===== src/rtl/fp_vec_accum_ctrl.sv =====
// fp_vec_accum_ctrl
// Sequences a shared FP adder tree over num_chunks 32-element chunks.
// Each chunk is fetched, reduced by the tree, then folded into a running
// accumulator through the tree's final stage. All outputs are registered and
// are decoded from the next state so that each strobe lines up with the
// state it belongs to.
module fp_vec_accum_ctrl #(
   parameter int DATA_WIDTH = 32,
   parameter int CNT_W      = 8,
   parameter int TIMEOUT    = 64
) (
   input  logic                  clk,
   input  logic                  rst_n,
   input  logic                  start,
   input  logic [CNT_W-1:0]      num_chunks,
   input  logic                  op_sel,
   input  logic                  abort,
   output logic                  chunk_req,
   input  logic                  chunk_vld,
   output logic                  comp_en,
   output logic                  data_in_op_sel,
   output logic                  accum_comp_en,
   output logic [DATA_WIDTH-1:0] cur_accum_data,
   output logic [DATA_WIDTH-1:0] accum_add_data,
   input  logic [DATA_WIDTH-1:0] sum_data,
   input  logic                  sum_vld,
   output logic [DATA_WIDTH-1:0] result_data,
   output logic                  result_vld,
   output logic                  busy,
   output logic                  err_timeout
);

   localparam int TMR_W = (TIMEOUT > 1) ? $clog2(TIMEOUT) : 1;

   typedef enum logic [2:0] {
      ST_IDLE      = 3'd0,
      ST_REQ       = 3'd1,
      ST_ISSUE     = 3'd2,
      ST_WAIT_TREE = 3'd3,
      ST_ACCUM     = 3'd4,
      ST_WAIT_ACC  = 3'd5,
      ST_DONE      = 3'd6
   } state_t;

   state_t                state_r, state_nxt_s;
   logic [CNT_W-1:0]      num_r, num_nxt_s;
   logic [CNT_W-1:0]      idx_r, idx_nxt_s;
   logic [CNT_W:0]        idx_inc_s;
   logic                  more_s;
   logic                  op_r, op_nxt_s;
   logic [TMR_W-1:0]      tmr_r, tmr_nxt_s;
   logic                  tmo_s;
   logic                  err_nxt_s;
   logic [DATA_WIDTH-1:0] acc_r, acc_nxt_s;
   logic [DATA_WIDTH-1:0] csum_r, csum_nxt_s;
   logic [DATA_WIDTH-1:0] cur_nxt_s, add_nxt_s, res_nxt_s;

   // Index is widened by one bit so the last-chunk compare cannot wrap at 2^CNT_W-1.
   assign idx_inc_s = {1'b0, idx_r} + {{CNT_W{1'b0}}, 1'b1};
   assign more_s    = (idx_inc_s < {1'b0, num_r});
   assign tmo_s     = (tmr_r == TMR_W'(TIMEOUT - 1));

   // Next-state, datapath-update and output decode.
   always_comb begin
      state_nxt_s = state_r;
      num_nxt_s   = num_r;
      idx_nxt_s   = idx_r;
      op_nxt_s    = op_r;
      tmr_nxt_s   = tmr_r;
      err_nxt_s   = err_timeout;
      acc_nxt_s   = acc_r;
      csum_nxt_s  = csum_r;

      case (state_r)
         ST_IDLE: begin
            if (start) begin
               num_nxt_s   = num_chunks;
               op_nxt_s    = op_sel;
               idx_nxt_s   = {CNT_W{1'b0}};
               tmr_nxt_s   = {TMR_W{1'b0}};
               err_nxt_s   = 1'b0;
               acc_nxt_s   = {DATA_WIDTH{1'b0}};
               csum_nxt_s  = {DATA_WIDTH{1'b0}};
               state_nxt_s = (num_chunks != {CNT_W{1'b0}}) ? ST_REQ : ST_DONE;
            end else begin
               state_nxt_s = ST_IDLE;
            end
         end
         ST_REQ: begin
            if (abort) begin
               state_nxt_s = ST_IDLE;
            end else if (chunk_vld) begin
               state_nxt_s = ST_ISSUE;
            end else begin
               state_nxt_s = ST_REQ;
            end
         end
         ST_ISSUE: begin
            tmr_nxt_s   = {TMR_W{1'b0}};
            state_nxt_s = abort ? ST_IDLE : ST_WAIT_TREE;
         end
         ST_WAIT_TREE: begin
            if (abort) begin
               state_nxt_s = ST_IDLE;
            end else if (sum_vld) begin
               csum_nxt_s = sum_data;
               if (idx_r == {CNT_W{1'b0}}) begin
                  // First chunk seeds the accumulator; no tree accumulate needed.
                  acc_nxt_s   = sum_data;
                  idx_nxt_s   = idx_inc_s[CNT_W-1:0];
                  state_nxt_s = more_s ? ST_REQ : ST_DONE;
               end else begin
                  state_nxt_s = ST_ACCUM;
               end
            end else if (tmo_s) begin
               err_nxt_s   = 1'b1;
               state_nxt_s = ST_IDLE;
            end else begin
               tmr_nxt_s = tmr_r + TMR_W'(1);
            end
         end
         ST_ACCUM: begin
            tmr_nxt_s   = {TMR_W{1'b0}};
            state_nxt_s = abort ? ST_IDLE : ST_WAIT_ACC;
         end
         ST_WAIT_ACC: begin
            if (abort) begin
               state_nxt_s = ST_IDLE;
            end else if (sum_vld) begin
               acc_nxt_s   = sum_data;
               idx_nxt_s   = idx_inc_s[CNT_W-1:0];
               state_nxt_s = more_s ? ST_REQ : ST_DONE;
            end else if (tmo_s) begin
               err_nxt_s   = 1'b1;
               state_nxt_s = ST_IDLE;
            end else begin
               tmr_nxt_s = tmr_r + TMR_W'(1);
            end
         end
         ST_DONE: begin
            state_nxt_s = ST_IDLE;
         end
         default: begin
            state_nxt_s = ST_IDLE;
         end
      endcase

      // Accumulate operands are launched in ACCUM and held until the result returns.
      if (state_nxt_s == ST_ACCUM) begin
         cur_nxt_s = acc_r;
         add_nxt_s = csum_nxt_s;
      end else if (state_nxt_s == ST_WAIT_ACC) begin
         cur_nxt_s = cur_accum_data;
         add_nxt_s = accum_add_data;
      end else begin
         cur_nxt_s = {DATA_WIDTH{1'b0}};
         add_nxt_s = {DATA_WIDTH{1'b0}};
      end

      if (state_nxt_s == ST_DONE) begin
         res_nxt_s = acc_nxt_s;
      end else begin
         res_nxt_s = result_data;
      end
   end

   // State, datapath and registered outputs.
   always_ff @(posedge clk or negedge rst_n) begin
      if (!rst_n) begin
         state_r        <= ST_IDLE;
         num_r          <= {CNT_W{1'b0}};
         idx_r          <= {CNT_W{1'b0}};
         op_r           <= 1'b0;
         tmr_r          <= {TMR_W{1'b0}};
         acc_r          <= {DATA_WIDTH{1'b0}};
         csum_r         <= {DATA_WIDTH{1'b0}};
         chunk_req      <= 1'b0;
         comp_en        <= 1'b0;
         accum_comp_en  <= 1'b0;
         data_in_op_sel <= 1'b0;
         cur_accum_data <= {DATA_WIDTH{1'b0}};
         accum_add_data <= {DATA_WIDTH{1'b0}};
         result_data    <= {DATA_WIDTH{1'b0}};
         result_vld     <= 1'b0;
         busy           <= 1'b0;
         err_timeout    <= 1'b0;
      end else begin
         state_r        <= state_nxt_s;
         num_r          <= num_nxt_s;
         idx_r          <= idx_nxt_s;
         op_r           <= op_nxt_s;
         tmr_r          <= tmr_nxt_s;
         acc_r          <= acc_nxt_s;
         csum_r         <= csum_nxt_s;
         chunk_req      <= (state_nxt_s == ST_REQ);
         comp_en        <= (state_nxt_s == ST_ISSUE);
         accum_comp_en  <= (state_nxt_s == ST_ACCUM);
         data_in_op_sel <= (state_nxt_s != ST_IDLE) & op_nxt_s;
         cur_accum_data <= cur_nxt_s;
         accum_add_data <= add_nxt_s;
         result_data    <= res_nxt_s;
         result_vld     <= (state_nxt_s == ST_DONE);
         busy           <= (state_nxt_s != ST_IDLE);
         err_timeout    <= err_nxt_s;
      end
   end

endmodule

===== config.mk =====
export PLATFORM = sky130hd
export DESIGN_NAME = fp_vec_accum_ctrl
export DESIGN_NICKNAME = d
export VERILOG_FILES = /design/src/rtl/fp_vec_accum_ctrl.sv
export SDC_FILE = /design/constraint.sdc
export NUM_CORES = 1
export LEC_CHECK = 0
export ABC_AREA = 0
export BUFFER_PORTS_ARGS = -buffer_cell sky130_fd_sc_hd__buf_2
export CAP_MARGIN = 20
export CORE_MARGIN = 1
export CORE_UTILIZATION = 55
export CTS_CLUSTER_SIZE = 28
export DETAILED_ROUTE_END_ITERATION = 16
export GPL_TIMING_DRIVEN = 0
export PLACE_DENSITY = 0.75
export SETUP_SLACK_MARGIN = 0.3
export SLEW_MARGIN = 5
export SYNTH_ARGS = -nofsm -noshare
export SYNTH_HDL_FRONTEND = slang
export SYNTH_SLANG_ARGS = --single-unit

===== constraint.sdc =====
create_clock -name clk -period 4.2 [get_ports clk]
set_clock_uncertainty 0.05 [all_clocks]
set_input_delay 0.21 -clock clk [delete_from_list [all_inputs] [get_ports clk]]
set_output_delay 0.21 -clock clk [all_outputs]
set_load 0.02 [all_outputs]

==> metrics.yaml, run 1 <==
status:
  status: "finished clean"
timing:
  setup-violations-final: 0
  fin_tns_setup_ns: 0
  hold_violations: 0
  whs_ns: 0.0118
  fin_crit_sh: 0.876
  grt_setup_unrepaired: "false"
  fin_crit_ns: 3.68
  slew_headroom: 0.442
  max_freq_mhz: 272
  worst_pin_slew_ns: 0.837
  worst_slack_ns: 0.519
  drv_slew: 0
global_routing:
  grt_pass1_vias: 6092
  grt.total_usage: 0.291
  grt_max_degree: 107
  grt_pass1_wl_microns: 32600
  grt_overflow: 0
  antenna_found_initial: 0
critical_path:
  reg2reg_depth: 14
  cp-startpoint: "idx_r[0]"
  cp_data_arrival_time_ns: 3.95
  reg2reg_from: "idx_r[0]"
  end_kind: "register"
  rrSetupSlack_ns: 0.52
  cp-endpoint: "result_data[25]"
  start_kind: "register"
  worst-endpoint-required_ns: 4.47
  reg2reg_to: "result_data[25]"
  cp_max_fo: 10
  crit_type: "register to register"
power_and_ir_drop:
  p_per_area_mw_per_mm2: 460
  vdd_drop_max_mv: 0.386
  total_leakage_power_uw: 0.00525
  p_total_uw: 4570
clock_network:
  htreeDepth: 4
  postCtsSetupRepairBufs: 0
  clk_latency_ns: 0.44
  clockRootBuffer: "clkbuf_16"
  cts_tree: "done"
  cts_buffer_depth: 2
  cts_sinks: 193
  clkSlewWorstSetupHoldPaths_ns: 0.07
  numCtsBuffers: 17
detailed_routing:
  dr.pass1.iters: 5
  ant_nets: 0
  num_vias: 6172
  drt_iter0_drc: 565
  wl_met2_microns: 9960
  top_layer: "met4"
  met3WireLength_microns: 1440
  routedWlPerCell_microns: 19.1
  drcViolationCount: 0
  routed_wl_microns: 20900
  viasPerCell: 5.65
  wl_met1_microns: 9090
synthesis:
  syn_nets: 760
  async_flop_share: 1.00
  yosys_register_bits: 193
  ys_warn_count: 0
  synth_edf_count: 0
  synth.top_cell.area_share: 0.599
  synth_most_common_cell: "dfrtp_1"
  syn_inst: 703
  yosysSeqAreaShare: 0.599
  synth_common_cells: "193 x dfrtp_1, 99 x nand2_1, 79 x nor2_1"
  ys_top_cells_by_area: "dfrtp_1 60%, mux2i_1 8.1%, mux2_2 4.6%, nand2_1 4.6%, a22o_1 4.1%"
  avgSynthCellArea_sq_um: 11.5
  synthFlopType: "dfrtp_1"
  synth_cell_types: 48
  synth_top_cell_by_area: "dfrtp_1"
  syn_area_sq_mm: 0.00806
die:
  die_area_sq_mm: 0.0151
  die_x_microns: 123
  top_level_ports: 150
  core_area_sq_mm: 0.0141
  row_count: 43
  die_h_microns: 123
  initial_core_util: 0.572
worst_hold_path:
  min_path_type: "primary input to register"
final_layout:
  final_area_sq_mm: 0.00994
  antenna_cells: 0
  n_fill_cell: 1058
  nets: 956
  drive_above_1_share: 0.264
  area_growth_pct: 23.4
flow_run:
  max-cap-violations: 0
placement:
  place_ws_ns: 0.400
  place_congestion: 0.853
  place_area_sq_mm: 0.00906
  numPortBuffers: 149
  hpwl_microns: 14300
-- where the power goes --
| group | total (uW) | switching [uW] | internal, uW |
|---|---|---|---|
| clock network | 1630 | 722 | 904 |
| registers | 2000 | 40.7 | 1960 |
| logic | 943 | 614 | 329 |
| total | 4570 | 1380 | 3190 |
-- routing by layer --
layer | GRT usage | vias up
met5 | 0 | -
met3 | 0.0738 | 33
li1 | - | 2815
met4 | 0.0919 | 0
met1 | 0.401 | 3101
met2 | 0.455 | 223
-- worst max-delay path, cell delays in order (launching register included) --
cell      delay (ns)
dfrtp_1         0.43
ha_1            0.27
and3_1          0.25
nand3_1         0.11
xnor2_1         0.17
ha_1            0.33
nand4_1         0.09
a21oi_1         0.16
a211oi_1        0.09
nand2_1         0.13
or4b_1          0.44
buf_2           0.17
a21oi_4         0.29
buf_6           0.22
mux2_2          0.36
-- per-stage QoR --
step | util | instances
2_1_floorplan | - | 703
3_3_place_gp | 0.640 | 1032
3_5_place_dp | 0.643 | 1033
4_1_cts | 0.704 | 1092
5_1_grt | 0.705 | 1092
6_report | 0.705 | 1092
-- layout make-up --
class / count / area [sq um] / share of cell area
flip-flops and latches: 193 / 4830 / 0.486
plain buffers: 41 / 199 / 0.0200
clock inverters: 13 / 151 / 0.0152
well taps: 180 / 225 / 0.0227
multi-input cells: 457 / 2990 / 0.301
repair buffers: 177 / 1050 / 0.106
inverters: 12 / 45.0 / 0.00453
clock buffers: 19 / 443 / 0.0446
-- logic make-up (layout without fill, tap and decap cells) --
logic type,after synthesis,in the layout,synth area share
xor gates and xnor gates,7,7,0.00761
AOI/OAI and AO/OA,115,115,0.0972
muxes,98,98,0.127
buffers and inverters,53,262,0.0297
DFF,193,193,0.599
and+or+nand+nor,227,227,0.124
adders and majority gates,10,10,0.0155
-- worst min path at each step --
stage | start | endpoint | slack, ns | cells past startpoint
floorplan | rst_n | acc_r[0] | -0.14 | 0
global placement | num_chunks[0] | num_r[0] | 0.38 | 3
detailed placement | rst_n | num_r[5] | 0.26 | 1
CTS | sum_data[6] | csum_r[6] | 0.002 | 3
global route | sum_data[11] | acc_r[11] | 0.01 | 2
finish | sum_data[6] | csum_r[6] | 0.01 | 3
-- placed cells by master (no fill, tap or decap), types with 3 or more instances in the layout --
master / n
o21ai_0: 51
ha_1: 10
xnor2_1: 3
nor2_1: 79
buf_2: 160
dfrtp_1: 193
a21oi_1: 7
clkinv_4: 3
mux2_2: 33
nand2b_1: 5
nor2b_1: 4
clkbuf_16: 17
mux2i_1: 65
a22o_1: 38
nand3_1: 11
clkbuf_1: 25
inv_1: 12
dlygate4sd3_1: 27
nor3_1: 5
xor2_1: 4
nand4_1: 3
or4_1: 3
and2_1: 4
buf_6: 3
nand2_1: 99
-- sequential cells by signal (all words and copies together) (netlist names), 3 cells and up --
signal          flops
num_r               8
result_data        32
acc_r              32
tmr_r               6
state_r             3
idx_r               8
csum_r             32
cur_accum_data     32
accum_add_data     32
-- repair_timing --
action | 4_1_cts | 5_1_grt
setup endpoints to repair | 0 | 60
gates resized for setup | 0 | 3
hold buffers | 27 | 0
hold endpoints to repair | 135 | 0
(Power assumes the default switching activity.)
==> run 2, diff against run 1 <==
--- a/config.mk
+++ b/config.mk
@@ -14,6 +14,7 @@
 export DETAILED_ROUTE_END_ITERATION = 16
 export GPL_TIMING_DRIVEN = 0
 export PLACE_DENSITY = 0.75
+export REMOVE_ABC_BUFFERS = 1
 export SETUP_SLACK_MARGIN = 0.3
 export SLEW_MARGIN = 5
 export SYNTH_ARGS = -nofsm -noshare
==> metrics.yaml, run 2 (synthesized netlist as in run 1, its figures left out) <==
die:
  core_area_sq_mm: 0.0141  # unchanged
  die_x_microns: 123  # unchanged
  die_h_microns: 123  # unchanged
  initial_core_util: 0.572  # unchanged
  die_area_sq_mm: 0.0151  # unchanged
  row_count: 43  # unchanged
  top_level_ports: 150  # unchanged
clock_network:
  clockRootBuffer: "clkbuf_16"
  cts_tree: "done"
  htreeDepth: 4  # unchanged
  clkSlewWorstSetupHoldPaths_ns: 0.07  # about the same
  cts_buffer_depth: 2  # unchanged
  cts_sinks: 193  # unchanged
  clk_latency_ns: 0.43  # about the same
  numCtsBuffers: 17  # unchanged
final_layout:
  layout_commonest_cell: "dfrtp_1"
  drive_above_1_share: 0.272  # +0.00735
  area_growth_pct: 26.3
  antenna_cells: 0  # unchanged
  final_area_sq_mm: 0.0102  # +2.4%
  final_cell_mix: "193 x dfrtp_1, 148 x buf_2, 98 x nand2_1"
  nets: 935  # -2.2%
power_and_ir_drop:
  p_comb_frac: 0.203  # -0.003
  sequentialPowerShare: 0.428  # -0.010
  p_total_uw: 4720  # +3.4%
  p_switching_uw: 1360  # -1.5%
  p_sw_frac: 0.287  # -0.0143
  total_leakage_power_uw: 0.00534  # +1.8%
  clockPowerShare: 0.369  # +0.013
  vdd_drop_max_mv: 0.297  # -23%
  p_int_uw: 3370  # +5.5%
  p_per_area_mw_per_mm2: 464  # +1.0%
timing:
  fin_crit_sh: 0.875  # -0.00123
  slew_headroom: 0.398  # -0.0437
  grt_setup_unrepaired: "false"
  worst_slack_ns: 0.525  # +0.00515 ns
  drv_slew: 0  # unchanged
  fin_crit_ns: 3.68  # -0.00515 ns
  worst_pin_slew_ns: 0.899  # +0.0624 ns
  hold_violations: 0  # unchanged
  setup-violations-final: 0  # unchanged
  max_freq_mhz: 272  # +0.14%
detailed_routing:
  num_vias: 6082  # -1.5%
  viasPerCell: 5.68  # +0.47%
  routed_wl_microns: 19500  # -6.5%
  drt_iter0_drc: 461  # -18%
  ant_nets: 0  # unchanged
  routedWlPerCell_microns: 18.2  # -4.6%
  drcViolationCount: 0  # unchanged
  dr.pass1.iters: 5  # unchanged
critical_path:
  start_kind: "register"
  cp_data_arrival_time_ns: 3.94  # about the same
  worst-endpoint-required_ns: 4.47  # about the same
  cp_max_fo: 20  # +10
  cp-startpoint: "idx_r[0]"
  end_kind: "register"
  reg2reg_from: "idx_r[0]"
  crit_type: "register to register"
global_routing:
  antenna_found_initial: 0  # unchanged
  grt.total_usage: 0.269  # -0.0223
  grt_pass1_wl_microns: 30800  # -5.6%
  grt_overflow: 0  # unchanged
  grt_pass1_vias: 6032  # -0.98%
  grt_max_degree: 104  # -2.8%
placement:
  place_area_sq_mm: 0.00912  # +0.63%
  place_ws_ns: 0.259  # -0.140 ns
  numPortBuffers: 149  # unchanged
  place_congestion: 0.936  # +9.7%
  hpwl_microns: 12200  # -15%
status:
  status: "finished clean"
flow_run:
  max-cap-violations: 0  # unchanged
worst_hold_path:
  min_path_type: "primary input to register"
  hold_path_startpoint: "sum_data[11]"
run 2: changes by cell type in the layout (fill, tap and decap cells not counted), moves of 3 or more:
cell | previous run | this run
clkbuf_1 | 25 | 0
buf_6 | 3 | 0
buf_16 | 1 | 5
buf_2 | 160 | 148
buf_12 | 0 | 6
dlygate4sd3_1 | 27 | 36
run 2: area by class of cell:
cell class	count	area, sq um
multi-input combinational	458	3060
inverter	12	45.0
timing repair buffer	196	1370
tap	180	225
fill	1005	3920
clock buffer	18	439
clock inverter	14	201
sequential	193	4830
run 2: timing repair:
| item | 4_1_cts | 5_1_grt |
|---|---|---|
| gates resized for setup | 1 | 2 |
| endpoints found under the hold margin | 137 | 0 |
| hold buffers | 36 | 0 |
| buffers inserted | 1 | 0 |
| pin swaps | 1 | 1 |
| setup endpoints to repair | 56 | 36 |
| cloned | 0 | 1 |
run 2: layer usage:
metal  vias to the layer above  global-route usage  share of wire
li1                       2779                   -              -
met1                      3052               0.351           0.42
met2                       220               0.432           0.49
met3                        31              0.0793          0.070
met4                         0              0.0873          0.022
met5                         -                   0              0
run 2: worst paths after layout:
kind | endpoint | slack (ns) | depth (start not counted)
min reg2reg | op_r | 0.42 | 2
max reg2reg | result_data[12] | 0.52 | 13
min | csum_r[11] | 0.003 | 3
max | result_data[12] | 0.52 | 13
max in group asynchronous | accum_add_data[25] | 2.88 | 3
min in group asynchronous | state_r[1] | 0.31 | 2
run 2: power groups by stage:
| stage | clock network, uW | logic (uW) | registers, uW |
|---|---|---|---|
| global route | 1830 | 1030 | 2030 |
| global placement | 0 | 966 | 2050 |
| detailed placement | 0 | 921 | 2050 |
| floorplan | 0 | 639 | 2070 |
| CTS | 1770 | 955 | 2020 |
| finish | 1740 | 958 | 2020 |
run 2: critical path, cell delays in order, from the launching register on:
cell,delay [ns]
dfrtp_1,0.43
ha_1,0.28
and3_1,0.24
nand3_1,0.12
xnor2_1,0.17
ha_1,0.35
nand4_1,0.10
a21oi_1,0.16
a211oi_1,0.09
nand2_1,0.15
or4b_4,0.58
a21oi_4,0.25
buf_12,0.21
mux2_2,0.35
run 2: per-stage QoR:
step / instances / hold slack, ns / TNS, ns / utilization
CTS: 1070 / 0.000685 / 0 / 0.720
global route: 1071 / 0.0149 / 0 / 0.722
global placement: 991 / 0.368 / -580.87 / 0.627
floorplan: 662 / -0.136 / -182.46 / -
finish: 1071 / 0.00297 / 0 / 0.722
detailed placement: 1001 / 0.209 / 0 / 0.647
==> run 3, diff against run 2 <==
--- a/config.mk
+++ b/config.mk
@@ -10,13 +10,13 @@
 export CAP_MARGIN = 20
 export CORE_MARGIN = 1
 export CORE_UTILIZATION = 55
+export CTS_BUF_LIST = sky130_fd_sc_hd__clkbuf_4
 export CTS_CLUSTER_SIZE = 28
 export DETAILED_ROUTE_END_ITERATION = 16
 export GPL_TIMING_DRIVEN = 0
 export PLACE_DENSITY = 0.75
 export REMOVE_ABC_BUFFERS = 1
 export SETUP_SLACK_MARGIN = 0.3
-export SLEW_MARGIN = 5
 export SYNTH_ARGS = -nofsm -noshare
 export SYNTH_HDL_FRONTEND = slang
 export SYNTH_SLANG_ARGS = --single-unit
==> metrics.yaml, run 3 (synthesized netlist as in run 1, its figures left out) <==
final_layout:
  layout_commonest_cell: "dfrtp_1"
  final_area_sq_mm: 0.00990  # -2.7%
  n_fill_cell: 1013  # +0.80%
  nets: 944  # +0.96%
  drive_above_1_share: 0.269  # -0.00272
  final_cell_mix: "193 x dfrtp_1, 148 x buf_2, 98 x nand2_1"
  area_growth_pct: 22.8
placement:
  numPortBuffers: 149  # unchanged
  place_area_sq_mm: 0.00910  # -0.22%
  place_ws_ns: 0.172  # -0.0871 ns
  place_congestion: 0.936  # unchanged
  hpwl_microns: 12000  # -1.2%
power_and_ir_drop:
  p_sw_frac: 0.322  # +0.0347
  p_comb_frac: 0.241  # +0.038
  vdd_drop_max_mv: 0.224  # -25%
  p_per_area_mw_per_mm2: 404  # -13%
  clockPowerShare: 0.253  # -0.116
  p_switching_uw: 1290  # -5.1%
  total_leakage_power_uw: 0.00521  # -2.4%
  sequentialPowerShare: 0.505  # +0.077
  p_int_uw: 2710  # -19%
critical_path:
  worst-endpoint-required_ns: 4.61  # +0.14 ns
  cp_data_arrival_time_ns: 4.17  # +0.23 ns
  slowest_stage: "nand3_4"
  max_stage_delay_ns: 0.49  # -0.09 ns
  crit_type: "register to register"
  cp-startpoint: "idx_r[0]"
  cp_max_fo: 32  # +60%
  start_kind: "register"
  reg2reg_from: "idx_r[0]"
  crit_chain: "ha_1 -> and3_1 -> nand3_1 -> xnor2_1 -> ha_1 -> nand3_1 -> nand4b_1 -> a211oi_1 -> nand2_1 -> a311oi_2 -> inv_1 -> nand3_4 -> nor2_1"
  end_kind: "register"
worst_hold_path:
  hold_path_startpoint: "start"
  min_path_type: "primary input to register"
clock_network:
  numCtsBuffers: 17  # unchanged
  htreeDepth: 4  # unchanged
  cts_tree: "done"
  clkSlewWorstSetupHoldPaths_ns: 0.15  # +0.08 ns
  cts_buffer_depth: 2  # unchanged
  clk_latency_ns: 0.58  # +0.15 ns
  clockRootBuffer: "clkbuf_4"
  cts_sinks: 193  # unchanged
detailed_routing:
  routedWlPerCell_microns: 18.4  # +0.86%
  num_vias: 6094  # +0.20%
  ant_nets: 0  # unchanged
  drcViolationCount: 0  # unchanged
  viasPerCell: 5.64  # -0.73%
  dr.pass1.iters: 5  # unchanged
  drt_iter0_drc: 370  # -20%
  routed_wl_microns: 19900  # +1.8%
global_routing:
  met1_usage: 0.370  # +0.0189
  grt_pass1_wl_microns: 31700  # +3.1%
  grt_use_met3: 0.0738  # -0.00554
  gr-usage-met2: 0.443  # +0.0119
  grt_busiest_layer: "met2"
  antenna_found_initial: 1  # +1
  grt_overflow: 0  # unchanged
  grt_pass1_vias: 6133  # +1.7%
  grt.total_usage: 0.277  # +0.00878
  grt_max_degree: 104  # unchanged
timing:
  max_freq_mhz: 266  # -2.2%
  worst_pin_slew_ns: 0.930  # +0.0312 ns
  drv_slew: 0  # unchanged
  slew_headroom: 0.378  # -0.0209
  worst_slack_ns: 0.442  # -0.0827 ns
  hold_violations: 0  # unchanged
  fin_crit_sh: 0.895  # +0.0197
  fin_crit_ns: 3.76  # +0.0827 ns
  setup-violations-final: 0  # unchanged
  grt_setup_unrepaired: "true"
die:
  die_area_sq_mm: 0.0151  # unchanged
  core_area_sq_mm: 0.0141  # unchanged
  row_count: 43  # unchanged
  initial_core_util: 0.572  # unchanged
  die_x_microns: 123  # unchanged
  top_level_ports: 150  # unchanged
  die_h_microns: 123  # unchanged
flow_run:
  max-cap-violations: 0  # unchanged
status:
  status: "finished clean"
-- run 3: changes by cell type in the layout (fill, tap and decap cells not counted), sizes merged --
cell and change:
clkinv +3, dlygate4sd3 +8, clkbuf -1, nand3 +1
bufinv -2, diode +1
-- run 3: repair_timing --
action | in CTS | in global routing
endpoints found under the setup margin | 84 | 80
cloned | 2 | 0
resized for setup | 2 | 1
hold buffers | 44 | 0
setup buffers | 1 | 0
hold endpoints to repair | 224 | 0
pin swaps | 1 | 0
-- run 3: critical path: cells and delay by family, from the launching register on --
family	cells	cell delay, ns
compound gates	2	0.71
xor+xnor	1	0.23
fa+ha+maj	2	0.58
buf+inv	1	0.30
flops	1	0.45
simple gates	7	1.30
-- run 3: power by group through the flow --
| stage | Combinational, uW | Sequential [uW] | Clock (uW) |
|---|---|---|---|
| 2_1_floorplan | 639 | 2070 | 0 |
| 3_3_place_gp | 966 | 2050 | 0 |
| 3_5_place_dp | 919 | 2050 | 0 |
| 4_1_cts | 963 | 2020 | 1030 |
| 5_1_grt | 1040 | 2030 | 1100 |
| 6_report | 964 | 2020 | 1010 |
-- run 3: area by class of cell --
type | count | area [sq um] | area share
Sequential cell | 193 | 4830 | 0.488
Multi-Input combinational cell | 459 | 3070 | 0.310
Timing Repair Buffer | 204 | 1440 | 0.146
Tap cell | 180 | 225 | 0.0228
Clock inverter | 15 | 159 | 0.0161
Clock buffer | 17 | 128 | 0.0129
Inverter | 12 | 45.0 | 0.00455
Antenna cell | 1 | 2.50 | 0.000253
-- run 3: metal layers --
metal	vias to the layer above	part of all wire
met5	-	0
met4	0	0.020
met2	214	0.48
met1	3048	0.44
li1	2798	-
met3	34	0.061
-- run 3: metrics by stage --
step           utilization  total power (uW)  std cells  hold WS, ns  TNS [ns]
2_1_floorplan            -              2700        662       -0.136   -182.46
3_3_place_gp         0.627              3020        991        0.368   -580.87
3_5_place_dp         0.646              2970       1000        0.213         0
4_1_cts              0.701              4010       1079       0.0582         0
5_1_grt              0.702              4180       1081       0.0859         0
6_report             0.702              4000       1081        0.104         0
-- run 3: path summary, 6_finish.rpt --
kind / end / slack [ns] / cells past startpoint
max: accum_add_data[6] / 0.44 / 13
min reg2reg: op_r / 0.44 / 2
min: idx_r[3] / 0.10 / 4
max reg2reg: accum_add_data[6] / 0.44 / 13
min in group asynchronous: state_r[1] / 0.15 / 2
max in group asynchronous: accum_add_data[7] / 3.05 / 3
